File: src/rtl/data_read_if.sv
// Bundle of the descriptor handshake, memory read port and AXI R channel used by data_read.
// slave is the engine's view; master is the view of the address stage, memory and R master.
interface data_read_if #(
  parameter int ADD_ID_WIDTH = 4,
  parameter int ADD_WIDTH    = 32,
  parameter int DATA_WIDTH   = 32,
  parameter int BURST_LEN    = 4,
  parameter int BURST_SIZE   = 3,
  parameter int BURST_TYPE   = 2
) ();
  logic                    mod1_valid_in;
  logic                    mod1_ready_out;
  logic [ADD_WIDTH-1:0]    addr_in;
  logic [ADD_ID_WIDTH-1:0] id_in;
  logic [BURST_LEN-1:0]    burst_length_in;
  logic [BURST_SIZE-1:0]   burst_size_in;
  logic [BURST_TYPE-1:0]   burst_type_in;
  logic                    mem_en;
  logic [ADD_WIDTH-1:0]    mem_addr;
  logic [DATA_WIDTH-1:0]   mem_rdata;
  logic [ADD_ID_WIDTH-1:0] rid;
  logic [DATA_WIDTH-1:0]   rdata;
  logic [1:0]              rresp;
  logic                    rlast;
  logic                    rvalid;
  logic                    rready;

  modport slave (
    input  mod1_valid_in, addr_in, id_in, burst_length_in, burst_size_in, burst_type_in,
    input  mem_rdata, rready,
    output mod1_ready_out, mem_en, mem_addr, rid, rdata, rresp, rlast, rvalid
  );

  modport master (
    output mod1_valid_in, addr_in, id_in, burst_length_in, burst_size_in, burst_type_in,
    output mem_rdata, rready,
    input  mod1_ready_out, mem_en, mem_addr, rid, rdata, rresp, rlast, rvalid
  );
endinterface

File: src/rtl/data_read.sv
// AXI slave read-data engine: walks one burst descriptor at a time through a
// single-cycle-latency memory port and presents the beats on the R channel.
//
// state | meaning (derived from beats_left and rvalid, no separate state register)
// IDLE  | beats_left == 0, R empty; descriptor accepted
// BURST | beats_left  > 0, reads issue whenever R is free or being accepted
// DRAIN | beats_left == 0, final beat still on R; next descriptor already accepted
module data_read #(
  parameter int ADD_ID_WIDTH = 4,
  parameter int ADD_WIDTH    = 32,
  parameter int DATA_WIDTH   = 32,
  parameter int BURST_LEN    = 4,
  parameter int BURST_SIZE   = 3,
  parameter int BURST_TYPE   = 2
) (
  input  logic       clk,
  input  logic       reset,
  data_read_if.slave bus
);
  localparam int DATA_BYTES = DATA_WIDTH / 8;
  localparam int LANE_BITS  = $clog2(DATA_BYTES);
  localparam int BL1        = BURST_LEN + 1;

  logic [BURST_LEN:0]      beats_left;
  logic [ADD_WIDTH-1:0]    cur_addr;
  logic [ADD_WIDTH-1:0]    step_q;
  logic [ADD_WIDTH-1:0]    wrap_lo;
  logic [ADD_WIDTH:0]      wrap_hi;
  logic                    wrap_q;
  logic                    fixed_q;
  logic                    err_q;
  logic [ADD_ID_WIDTH-1:0] id_q;

  logic                    fresh;
  logic [DATA_WIDTH-1:0]   rdata_q;
  logic                    rvalid_q;
  logic [ADD_ID_WIDTH-1:0] rid_q;
  logic                    rlast_q;
  logic [1:0]              rresp_q;

  logic                    accept;
  logic                    issue;
  logic                    size_ok;
  logic [BURST_SIZE-1:0]   acc_shift;
  logic [BURST_LEN:0]      acc_beats;
  logic [ADD_WIDTH-1:0]    acc_span;
  logic [ADD_WIDTH-1:0]    acc_lo;
  logic                    acc_wrap;
  logic                    acc_err;
  logic [ADD_WIDTH:0]      inc_addr;
  logic [ADD_WIDTH-1:0]    next_addr;

  assign accept = bus.mod1_valid_in && (beats_left == '0);
  assign issue  = (beats_left != '0) && (!rvalid_q || bus.rready);

  // Oversized beats fall back to a full data-word step and are flagged SLVERR.
  always_comb begin
    size_ok   = bus.burst_size_in <= BURST_SIZE'(LANE_BITS);
    acc_shift = size_ok ? bus.burst_size_in : BURST_SIZE'(LANE_BITS);
    acc_beats = {1'b0, bus.burst_length_in} + 1'b1;
    acc_span  = ADD_WIDTH'(acc_beats) << acc_shift;
    acc_lo    = bus.addr_in & ~(acc_span - 1'b1);
    acc_wrap  = (bus.burst_type_in == BURST_TYPE'(2)) &&
                ((acc_beats == BL1'(2)) || (acc_beats == BL1'(4)) ||
                 (acc_beats == BL1'(8)) || (acc_beats == BL1'(16)));
    acc_err   = !size_ok || (bus.burst_type_in == BURST_TYPE'(3));
  end

  always_comb begin
    inc_addr  = {1'b0, cur_addr} + {1'b0, step_q};
    next_addr = inc_addr[ADD_WIDTH-1:0];
    if (fixed_q)
      next_addr = cur_addr;
    else if (wrap_q && (inc_addr >= wrap_hi))
      next_addr = wrap_lo;
  end

  always_ff @(posedge clk) begin
    if (reset) begin
      beats_left <= '0;
      cur_addr   <= '0;
      step_q     <= '0;
      wrap_lo    <= '0;
      wrap_hi    <= '0;
      wrap_q     <= 1'b0;
      fixed_q    <= 1'b0;
      err_q      <= 1'b0;
      id_q       <= '0;
      fresh      <= 1'b0;
      rdata_q    <= '0;
      rvalid_q   <= 1'b0;
      rid_q      <= '0;
      rlast_q    <= 1'b0;
      rresp_q    <= 2'b00;
    end else begin
      fresh <= issue;
      if (fresh)
        rdata_q <= bus.mem_rdata;

      if (accept) begin
        beats_left <= acc_beats;
        cur_addr   <= bus.addr_in;
        step_q     <= ADD_WIDTH'(1) << acc_shift;
        wrap_lo    <= acc_lo;
        wrap_hi    <= {1'b0, acc_lo} + {1'b0, acc_span};
        wrap_q     <= acc_wrap;
        fixed_q    <= bus.burst_type_in == BURST_TYPE'(0);
        err_q      <= acc_err;
        id_q       <= bus.id_in;
      end else if (issue) begin
        beats_left <= beats_left - 1'b1;
        cur_addr   <= next_addr;
      end

      // Beat attributes ride with the issue so a new descriptor cannot disturb them.
      if (issue) begin
        rvalid_q <= 1'b1;
        rid_q    <= id_q;
        rlast_q  <= beats_left == BL1'(1);
        rresp_q  <= err_q ? 2'b10 : 2'b00;
      end else if (bus.rready) begin
        rvalid_q <= 1'b0;
      end
    end
  end

  assign bus.mod1_ready_out = beats_left == '0;
  assign bus.mem_en         = issue;
  assign bus.mem_addr       = cur_addr & ~ADD_WIDTH'(DATA_BYTES - 1);
  // Memory data arrives one cycle after the strobe; hold a copy for stalled beats.
  assign bus.rdata          = fresh ? bus.mem_rdata : rdata_q;
  assign bus.rvalid         = rvalid_q;
  assign bus.rid            = rid_q;
  assign bus.rlast          = rlast_q;
  assign bus.rresp          = rresp_q;
endmodule

File: src/flat_wrapper.sv
// flat-port wrapper written by rule: the top's interface ports become plain ports
module data_read_flat 
#(
  parameter int ADD_ID_WIDTH = 4,
  parameter int ADD_WIDTH    = 32,
  parameter int DATA_WIDTH   = 32,
  parameter int BURST_LEN    = 4,
  parameter int BURST_SIZE   = 3,
  parameter int BURST_TYPE   = 2
)
  (clk, reset, bus_mod1_valid_in, bus_addr_in, bus_id_in, bus_burst_length_in, bus_burst_size_in, bus_burst_type_in, bus_mem_rdata, bus_rready, bus_mod1_ready_out, bus_mem_en, bus_mem_addr, bus_rid, bus_rdata, bus_rresp, bus_rlast, bus_rvalid);
  data_read_if #(.ADD_ID_WIDTH(ADD_ID_WIDTH), .ADD_WIDTH(ADD_WIDTH), .DATA_WIDTH(DATA_WIDTH), .BURST_LEN(BURST_LEN), .BURST_SIZE(BURST_SIZE), .BURST_TYPE(BURST_TYPE)) bus_i ();
  input  logic clk;
  input  logic reset;
  input wire logic [$bits(bus_i.mod1_valid_in)-1:0] bus_mod1_valid_in;
  input wire logic [$bits(bus_i.addr_in)-1:0] bus_addr_in;
  input wire logic [$bits(bus_i.id_in)-1:0] bus_id_in;
  input wire logic [$bits(bus_i.burst_length_in)-1:0] bus_burst_length_in;
  input wire logic [$bits(bus_i.burst_size_in)-1:0] bus_burst_size_in;
  input wire logic [$bits(bus_i.burst_type_in)-1:0] bus_burst_type_in;
  input wire logic [$bits(bus_i.mem_rdata)-1:0] bus_mem_rdata;
  input wire logic [$bits(bus_i.rready)-1:0] bus_rready;
  output wire logic [$bits(bus_i.mod1_ready_out)-1:0] bus_mod1_ready_out;
  output wire logic [$bits(bus_i.mem_en)-1:0] bus_mem_en;
  output wire logic [$bits(bus_i.mem_addr)-1:0] bus_mem_addr;
  output wire logic [$bits(bus_i.rid)-1:0] bus_rid;
  output wire logic [$bits(bus_i.rdata)-1:0] bus_rdata;
  output wire logic [$bits(bus_i.rresp)-1:0] bus_rresp;
  output wire logic [$bits(bus_i.rlast)-1:0] bus_rlast;
  output wire logic [$bits(bus_i.rvalid)-1:0] bus_rvalid;
  assign bus_i.mod1_valid_in = bus_mod1_valid_in;
  assign bus_i.addr_in = bus_addr_in;
  assign bus_i.id_in = bus_id_in;
  assign bus_i.burst_length_in = bus_burst_length_in;
  assign bus_i.burst_size_in = bus_burst_size_in;
  assign bus_i.burst_type_in = bus_burst_type_in;
  assign bus_i.mem_rdata = bus_mem_rdata;
  assign bus_i.rready = bus_rready;
  assign bus_mod1_ready_out = bus_i.mod1_ready_out;
  assign bus_mem_en = bus_i.mem_en;
  assign bus_mem_addr = bus_i.mem_addr;
  assign bus_rid = bus_i.rid;
  assign bus_rdata = bus_i.rdata;
  assign bus_rresp = bus_i.rresp;
  assign bus_rlast = bus_i.rlast;
  assign bus_rvalid = bus_i.rvalid;
  data_read #(.ADD_ID_WIDTH(ADD_ID_WIDTH), .ADD_WIDTH(ADD_WIDTH), .DATA_WIDTH(DATA_WIDTH), .BURST_LEN(BURST_LEN), .BURST_SIZE(BURST_SIZE), .BURST_TYPE(BURST_TYPE)) u_core (.clk(clk), .reset(reset), .bus(bus_i));
endmodule
File: config.mk
export PLATFORM = sky130hd
export DESIGN_NAME = data_read_flat
export DESIGN_NICKNAME = d
export VERILOG_FILES = /design/src/rtl/data_read_if.sv /design/src/rtl/data_read.sv /design/src/flat_wrapper.sv
export SDC_FILE = /design/constraint.sdc
export NUM_CORES = 1
export LEC_CHECK = 0
export BUFFER_PORTS_ARGS = -buffer_cell sky130_fd_sc_hd__buf_2
export CAP_MARGIN = 20
export CORE_ASPECT_RATIO = 0.9
export CORE_MARGIN = 4
export CORE_UTILIZATION = 50
export DETAILED_ROUTE_END_ITERATION = 16
export PLACE_DENSITY = 0.77
export REMOVE_ABC_BUFFERS = 1
export SYNTH_ARGS = -nofsm -noshare
export SYNTH_HDL_FRONTEND = slang
export SYNTH_SLANG_ARGS = --single-unit
File: constraint.sdc
create_clock -name clk -period 4.91 [get_ports clk]
set_clock_uncertainty 0.05 [all_clocks]
set_input_delay 0.7365 -clock clk [delete_from_list [all_inputs] [get_ports clk]]
set_output_delay 0.7365 -clock clk [all_outputs]
set_load 0.01 [all_outputs]
==> flow_summary.yaml, run 1 <==
status:
  status: "finished clean"
pwr:
  leakagePower_nw: 4.91
  p_comb_share_pct: 45.2
  finalPower_mw: 5.62
  p_clk_share_pct: 23.1
  seqPwrFrac_pct: 31.7
  sw_frac_of_total_pct: 41.5
  p_sw_mw: 2.33
  cellPowerDensity_nw_per_um2: 502
  p_int_mw: 3.29
  irDropWorstVdd_mv: 0.285
logic_synthesis:
  seq_area_frac_synth_pct: 32.0
  synth-async-reset-ratio_pct: 0
  synth_area_sq_um: 9810
  synth_edf_count: 0
  synthCells: 1218
  syn_avg_cell_area_sq_um: 8.05
  yosysWarnings: 0
  ys_types: 85
  synth_ff_type: "dfxtp_1"
  ys_ff_latch: 157
global_route:
  grt_use_total_pct: 25.4
  grt_max_degree: 83
  grt_pass1_vias: 8691
  antenna_found_initial: 0
  overflow: 0
  grt_pass1_wl_um: 45400
place:
  hpwl_um: 20500
  gp_congestion: 0.927
  place_ws_ps: 89.0
  placed_cell_area_sq_um: 10600
  numPortBuffers: 151
cells_and_area:
  seq_area_sq_um: 3140
  fin_nets: 1453
  antennaDiodeCount: 0
  multi_input_area_sq_um: 6010
  area_growth_pct: 14.1
  design_area_sq_um: 11200
  n_fill_cell: 1775
  drive_gt1_share_pct: 20.4
  final_util_pct: 58.2
critical_path:
  crit_path_max_fanout: 13
  cp-end-kind: "register"
  required_ps: 5160
  startpoint_type: "register"
  worst_r2r_path_depth: 20
  path_class: "register to register"
  cp.arrival_ps: 4950
  r2r_slack_ps: 220
clocking:
  cts.clk_slew.worst_paths_ps: 70
  cts.sinks: 157
  max-clock-path-buffers: 2
  cts_tree: "done"
  clock_latency_ps: 430
  numCtsBuffers: 17
  cts-root-buf: "clkbuf_16"
  htreeDepth: 4
  post_cts_buffers: 0
routing:
  dr.first_iter.drc_count: 892
  drt_wl_total_um: 28100
  dr.pass1.iters: 8
  vias: 9294
  vias_per_cell: 5.89
  ant_nets: 0
  wl_per_cell_um: 17.8
  route.detailed.drc: 0
die:
  initial_core_util_pct: 51.0
  core_area_sq_um: 19200
  io_pins: 155
  die_w_um: 156
  dieArea_sq_um: 21900
  die_h_um: 141
  rows: 48
sta:
  setup_violations: 0
  setup_ws_ps: 219
  slew_violations: 0
  min_period_ps: 4690
  max_slew.worst_pin.slew_ps: 864
  fmax_mhz: 213
  finalHoldViolations: 0
  finalCritPeriodShare_pct: 95.5
  grt_setup_unrepaired: "false"
  relSlewSlack_pct: 42.4
hold_path:
  whs_path_depth: 2
  hp-class: "register to register"
run:
  drv_cap: 0
[power by group through the flow]
stage	logic (mW)	clock network, mW	registers, mW
after global routing	2.80	1.38	1.82
after detailed placement	2.51	0	1.81
final	2.54	1.30	1.78
after global placement	2.42	0	1.82
after floorplan	1.60	0	1.81
after CTS	2.52	1.32	1.78
[Yosys cell counts, drive strengths merged, types with 5 or more instances]
library cell    n  area, sq um
dfxtp         157         3140
nand2         148          556
a21oi         117          608
nor2           94          353
ha             56          701
buf            55          360
and2           53          332
clkbuf         49          184
inv            44          165
nand3          37          185
o21ai          37          193
mux2           33          372
xnor2          33          297
a21o           26          195
a31oi          26          163
mux2i          25          254
nor3           23          120
nand4          21          131
a211oi         20          155
xor2           16          140
and3           14         87.6
nor4            9         56.3
or3             9         61.3
and4            8         70.1
nand2b          8         50.1
nor2b           8         52.6
o31ai           8         73.8
o211ai          7         52.6
o221ai          6         58.8
a311o           5         50.1
or2             5         31.3
[final cells by class]
class                      count  area share (%)
clock buffer                  17            3.80
clock inverter                15            1.32
inverter                      46            1.54
multi-input combinational    917            53.7
sequential                   157            28.1
tap                          250            2.80
timing repair buffer         176            8.74
[through the flow]
step	TNS (ps)	instances	hold slack (ps)
after floorplan	-70070	1120	373
after global placement	0	1545	384
after detailed placement	0	1546	394
after CTS	0	1578	404
after global routing	0	1578	427
final	0	1578	400
[cells by family after synthesis]
group	share of synthesized area, %
flops	32.0
fa+ha+maj	7.35
other cells	0.0766
compound gates	19.6
mux	6.38
xor+xnor	4.45
buf+inv	7.31
simple gates	22.8
[cells in the final DEF (no fill, tap or decap), drive strengths merged, types with 33 or more instances in the layout]
| master | synthesis | final |
|---|---|---|
| ha | 56 | 56 |
| buf | 55 | 176 |
| and2 | 53 | 53 |
| xnor2 | 33 | 33 |
| o21ai | 37 | 37 |
| a21oi | 117 | 117 |
| nand2 | 148 | 148 |
| nand3 | 37 | 37 |
| dfxtp | 157 | 157 |
| inv | 44 | 53 |
| mux2 | 33 | 33 |
| nor2 | 94 | 94 |
[path summary, 6_finish.rpt]
| check | end | from |
|---|---|---|
| worst max-delay path | u_core.cur_addr[3] | u_core.step_q[1] |
| worst min-delay path | u_core.bus.rid[3] | u_core.bus.rid[3] |
| worst max register to register | u_core.cur_addr[3] | u_core.step_q[1] |
| worst min register to register | u_core.bus.rid[3] | u_core.bus.rid[3] |
[layer usage]
layer  up-vias  GRT usage (%)  wire (um)
li1       4495              -          -
met1      4289           35.3      12500
met2       443           39.1      12300
met3        67           5.43       2570
met4         0           8.48        827
met5         -              0          0
[worst max-delay path: stages (launching register included)]
cell	delay, ps
dfxtp_1	350
ha_1	290
a21o_1	100
a21oi_1	140
o21a_1	230
o31ai_1	360
and2_1	450
buf_4	210
nand3_1	90
xnor2_1	260
ha_1	290
nand4_1	160
nor4_1	80
a31oi_1	190
o21ai_0	120
a22o_1	270
o21ai_4	210
buf_12	180
mux2_2	330
nor2_1	100
o22ai_1	90
[sequential cells by signal (all words and copies together), names as in the netlist]
signal / flops
u_core.beats_left: 5
u_core.bus.rid: 4
u_core.bus.rlast: 1
u_core.bus.rresp: 1
u_core.bus.rvalid: 1
u_core.cur_addr: 32
u_core.err_q: 1
u_core.fixed_q: 1
u_core.fresh: 1
u_core.id_q: 4
u_core.rdata_q: 32
u_core.step_q: 8
u_core.wrap_hi: 33
u_core.wrap_lo: 32
u_core.wrap_q: 1
[repair_timing]
item,in CTS,in global routing
hold buffers,0,0
endpoints found under the setup margin,0,28
resized for setup,0,2
Note: power is estimated with default switching activity, not from simulation.
==> inputs of run 2 (changes only) <==
--- a/config.mk
+++ b/config.mk
@@ -7,11 +7,11 @@
 export LEC_CHECK = 0
 export BUFFER_PORTS_ARGS = -buffer_cell sky130_fd_sc_hd__buf_2
 export CAP_MARGIN = 20
-export CORE_ASPECT_RATIO = 0.9
 export CORE_MARGIN = 4
 export CORE_UTILIZATION = 50
 export DETAILED_ROUTE_END_ITERATION = 16
 export PLACE_DENSITY = 0.77
+export RECOVER_POWER = 25
 export REMOVE_ABC_BUFFERS = 1
 export SYNTH_ARGS = -nofsm -noshare
 export SYNTH_HDL_FRONTEND = slang
==> constraint.sdc (replaced) <==
create_clock -name clk -period 4.91 [get_ports clk]
set_clock_uncertainty 0.05 [all_clocks]
set_input_delay 0.491 -clock clk [delete_from_list [all_inputs] [get_ports clk]]
set_output_delay 0.491 -clock clk [all_outputs]
set_load 0.01 [all_outputs]
==> flow_summary.yaml, run 2 (synthesis gave the netlist of run 1 again) <==
clocking:
  numCtsBuffers: 17
  cts_hold_buf: 0
  clock_latency_ps: 440
  cts.clk_slew.worst_paths_ps: 70
  max-clock-path-buffers: 2
  cts-resized-gates: 1
  htreeDepth: 4
  cts_tree: "done"
  cts-root-buf: "clkbuf_16"
  cts.sinks: 157
  post_cts_buffers: 0
place:
  numPortBuffers: 151
  gp_congestion: 0.918
  hpwl_um: 20800
  place_inst: 1552
  place_ws_ps: 12.1
critical_path:
  r2r_slack_ps: 160
  cp-end-kind: "register"
  crit_path_max_fanout: 10
  cp.arrival_ps: 5030
  path_class: "register to register"
  required_ps: 5190
  startpoint_type: "register"
cells_and_area:
  n_fill_cell: 1741
  layout_common_cells: "dfxtp_1 (157), nand2_1 (147), buf_2 (114)"
  drive_gt1_share_pct: 17.1
  area_growth_pct: 13.0
  final_common_cell: "dfxtp_1"
  largest_register_ffs: 33
  fin_nets: 1450
  antennaDiodeCount: 0
  instances_no_fill: 1585
  top_register: "u_core.wrap_hi"
die:
  io_pins: 155
  rows: 50
  initial_core_util_pct: 51.6
  core_area_sq_um: 19000
  die_w_um: 148
  die_h_um: 148
  dieArea_sq_um: 21900
sta:
  relSlewSlack_pct: 8.94
  slew_violations: 0
  max_slew.worst_pin.slew_ps: 1370
  tns_ps: 0
  min_period_ps: 4750
  setup_ws_ps: 162
  finalCritPeriodShare_pct: 96.7
  setup_violations: 0
  fmax_mhz: 211
  grt_setup_unrepaired: "false"
  finalHoldViolations: 0
global_route:
  antenna_found_initial: 1
  grt_use_total_pct: 25.9
  grt_max_degree: 80
  overflow: 0
  grt_pass1_vias: 8802
  grt_pass1_wl_um: 46000
pwr:
  leakagePower_nw: 4.71
  irDropWorstVdd_mv: 0.296
  cellPowerDensity_nw_per_um2: 500
  finalPower_mw: 5.54
routing:
  route.detailed.drc: 0
  vias: 9413
  ant_nets: 0
  vias_per_cell: 5.94
  drt_wl_total_um: 29200
  wl_per_cell_um: 18.4
  dr.pass1.iters: 6
  dr.first_iter.drc_count: 897
run:
  drv_cap: 0
hold_path:
  hp-class: "input port to register"
status:
  status: "finished clean"
[run 2: cell types whose count changed in the layout (fill, tap and decap cells not counted), sizes merged]
cell | previous run | this run
buf | 176 | 134
inv | 53 | 51
bufinv | 1 | 0
clkinv | 5 | 4
clkbuf | 17 | 58
clkinvlp | 2 | 4
[run 2: power by group]
group / total (mW) / switching (mW) / internal (mW)
combinational: 2.52 / 1.54 / 0.982
sequential: 1.78 / 0.225 / 1.56
clock: 1.24 / 0.580 / 0.657
total: 5.54 / 2.35 / 3.20
[run 2: worst paths after layout]
path,startpoint,end,cells after the start
setup / recovery,u_core.step_q[0],u_core.cur_addr[6],19
hold / removal,bus_id_in[3],u_core.id_q[3],3
setup reg to reg,u_core.step_q[0],u_core.cur_addr[6],19
hold reg to reg,u_core.err_q,u_core.bus.rresp[1],2
[run 2: per-layer routing]
layer	wire, um	up-vias	global-route usage, %	share of wire (%)
met5	13	-	0	0.044
met4	886	2	9.47	3.0
met3	2930	87	6.58	10
met2	13100	457	41.9	45
met1	12300	4411	33.6	42
li1	-	4456	-	-
[run 2: worst max-delay path, stage by stage, from the launching register on]
cell and delay [ps]:
dfxtp_1 320, ha_1 230, fa_1 430, a21o_1 200, a211oi_1 370, o21ai_1 310, nand3_2 250, nor2_1 80
xor2_1 240, ha_1 300, a21o_1 190, a21o_1 170, a21oi_1 190, o21ai_0 130, a22o_1 250, o21ai_4 210
buf_4 250, mux2i_1 200, a21oi_1 80, a21o_1 200
[run 2: layout make-up]
class                      instances  area (sq um)  area share [%]
clock buffer                      19           433            3.91
clock inverter                    13           105           0.948
inverter                          46           173            1.56
multi-input combinational        917          6010            54.3
sequential                       157          3140            28.4
tap                              260           325            2.93
timing repair buffer             173           891            8.04
[run 2: metrics by stage]
step           utilization, %  hold WS (ps)  instance area [sq um]
2_1_floorplan               -           373                   9290
3_3_place_gp             55.5           386                  10500
3_5_place_dp             55.6           396                  10600
4_1_cts                  58.5           244                  11100
5_1_grt                  58.3           258                  11100
6_report                 58.3           250                  11100
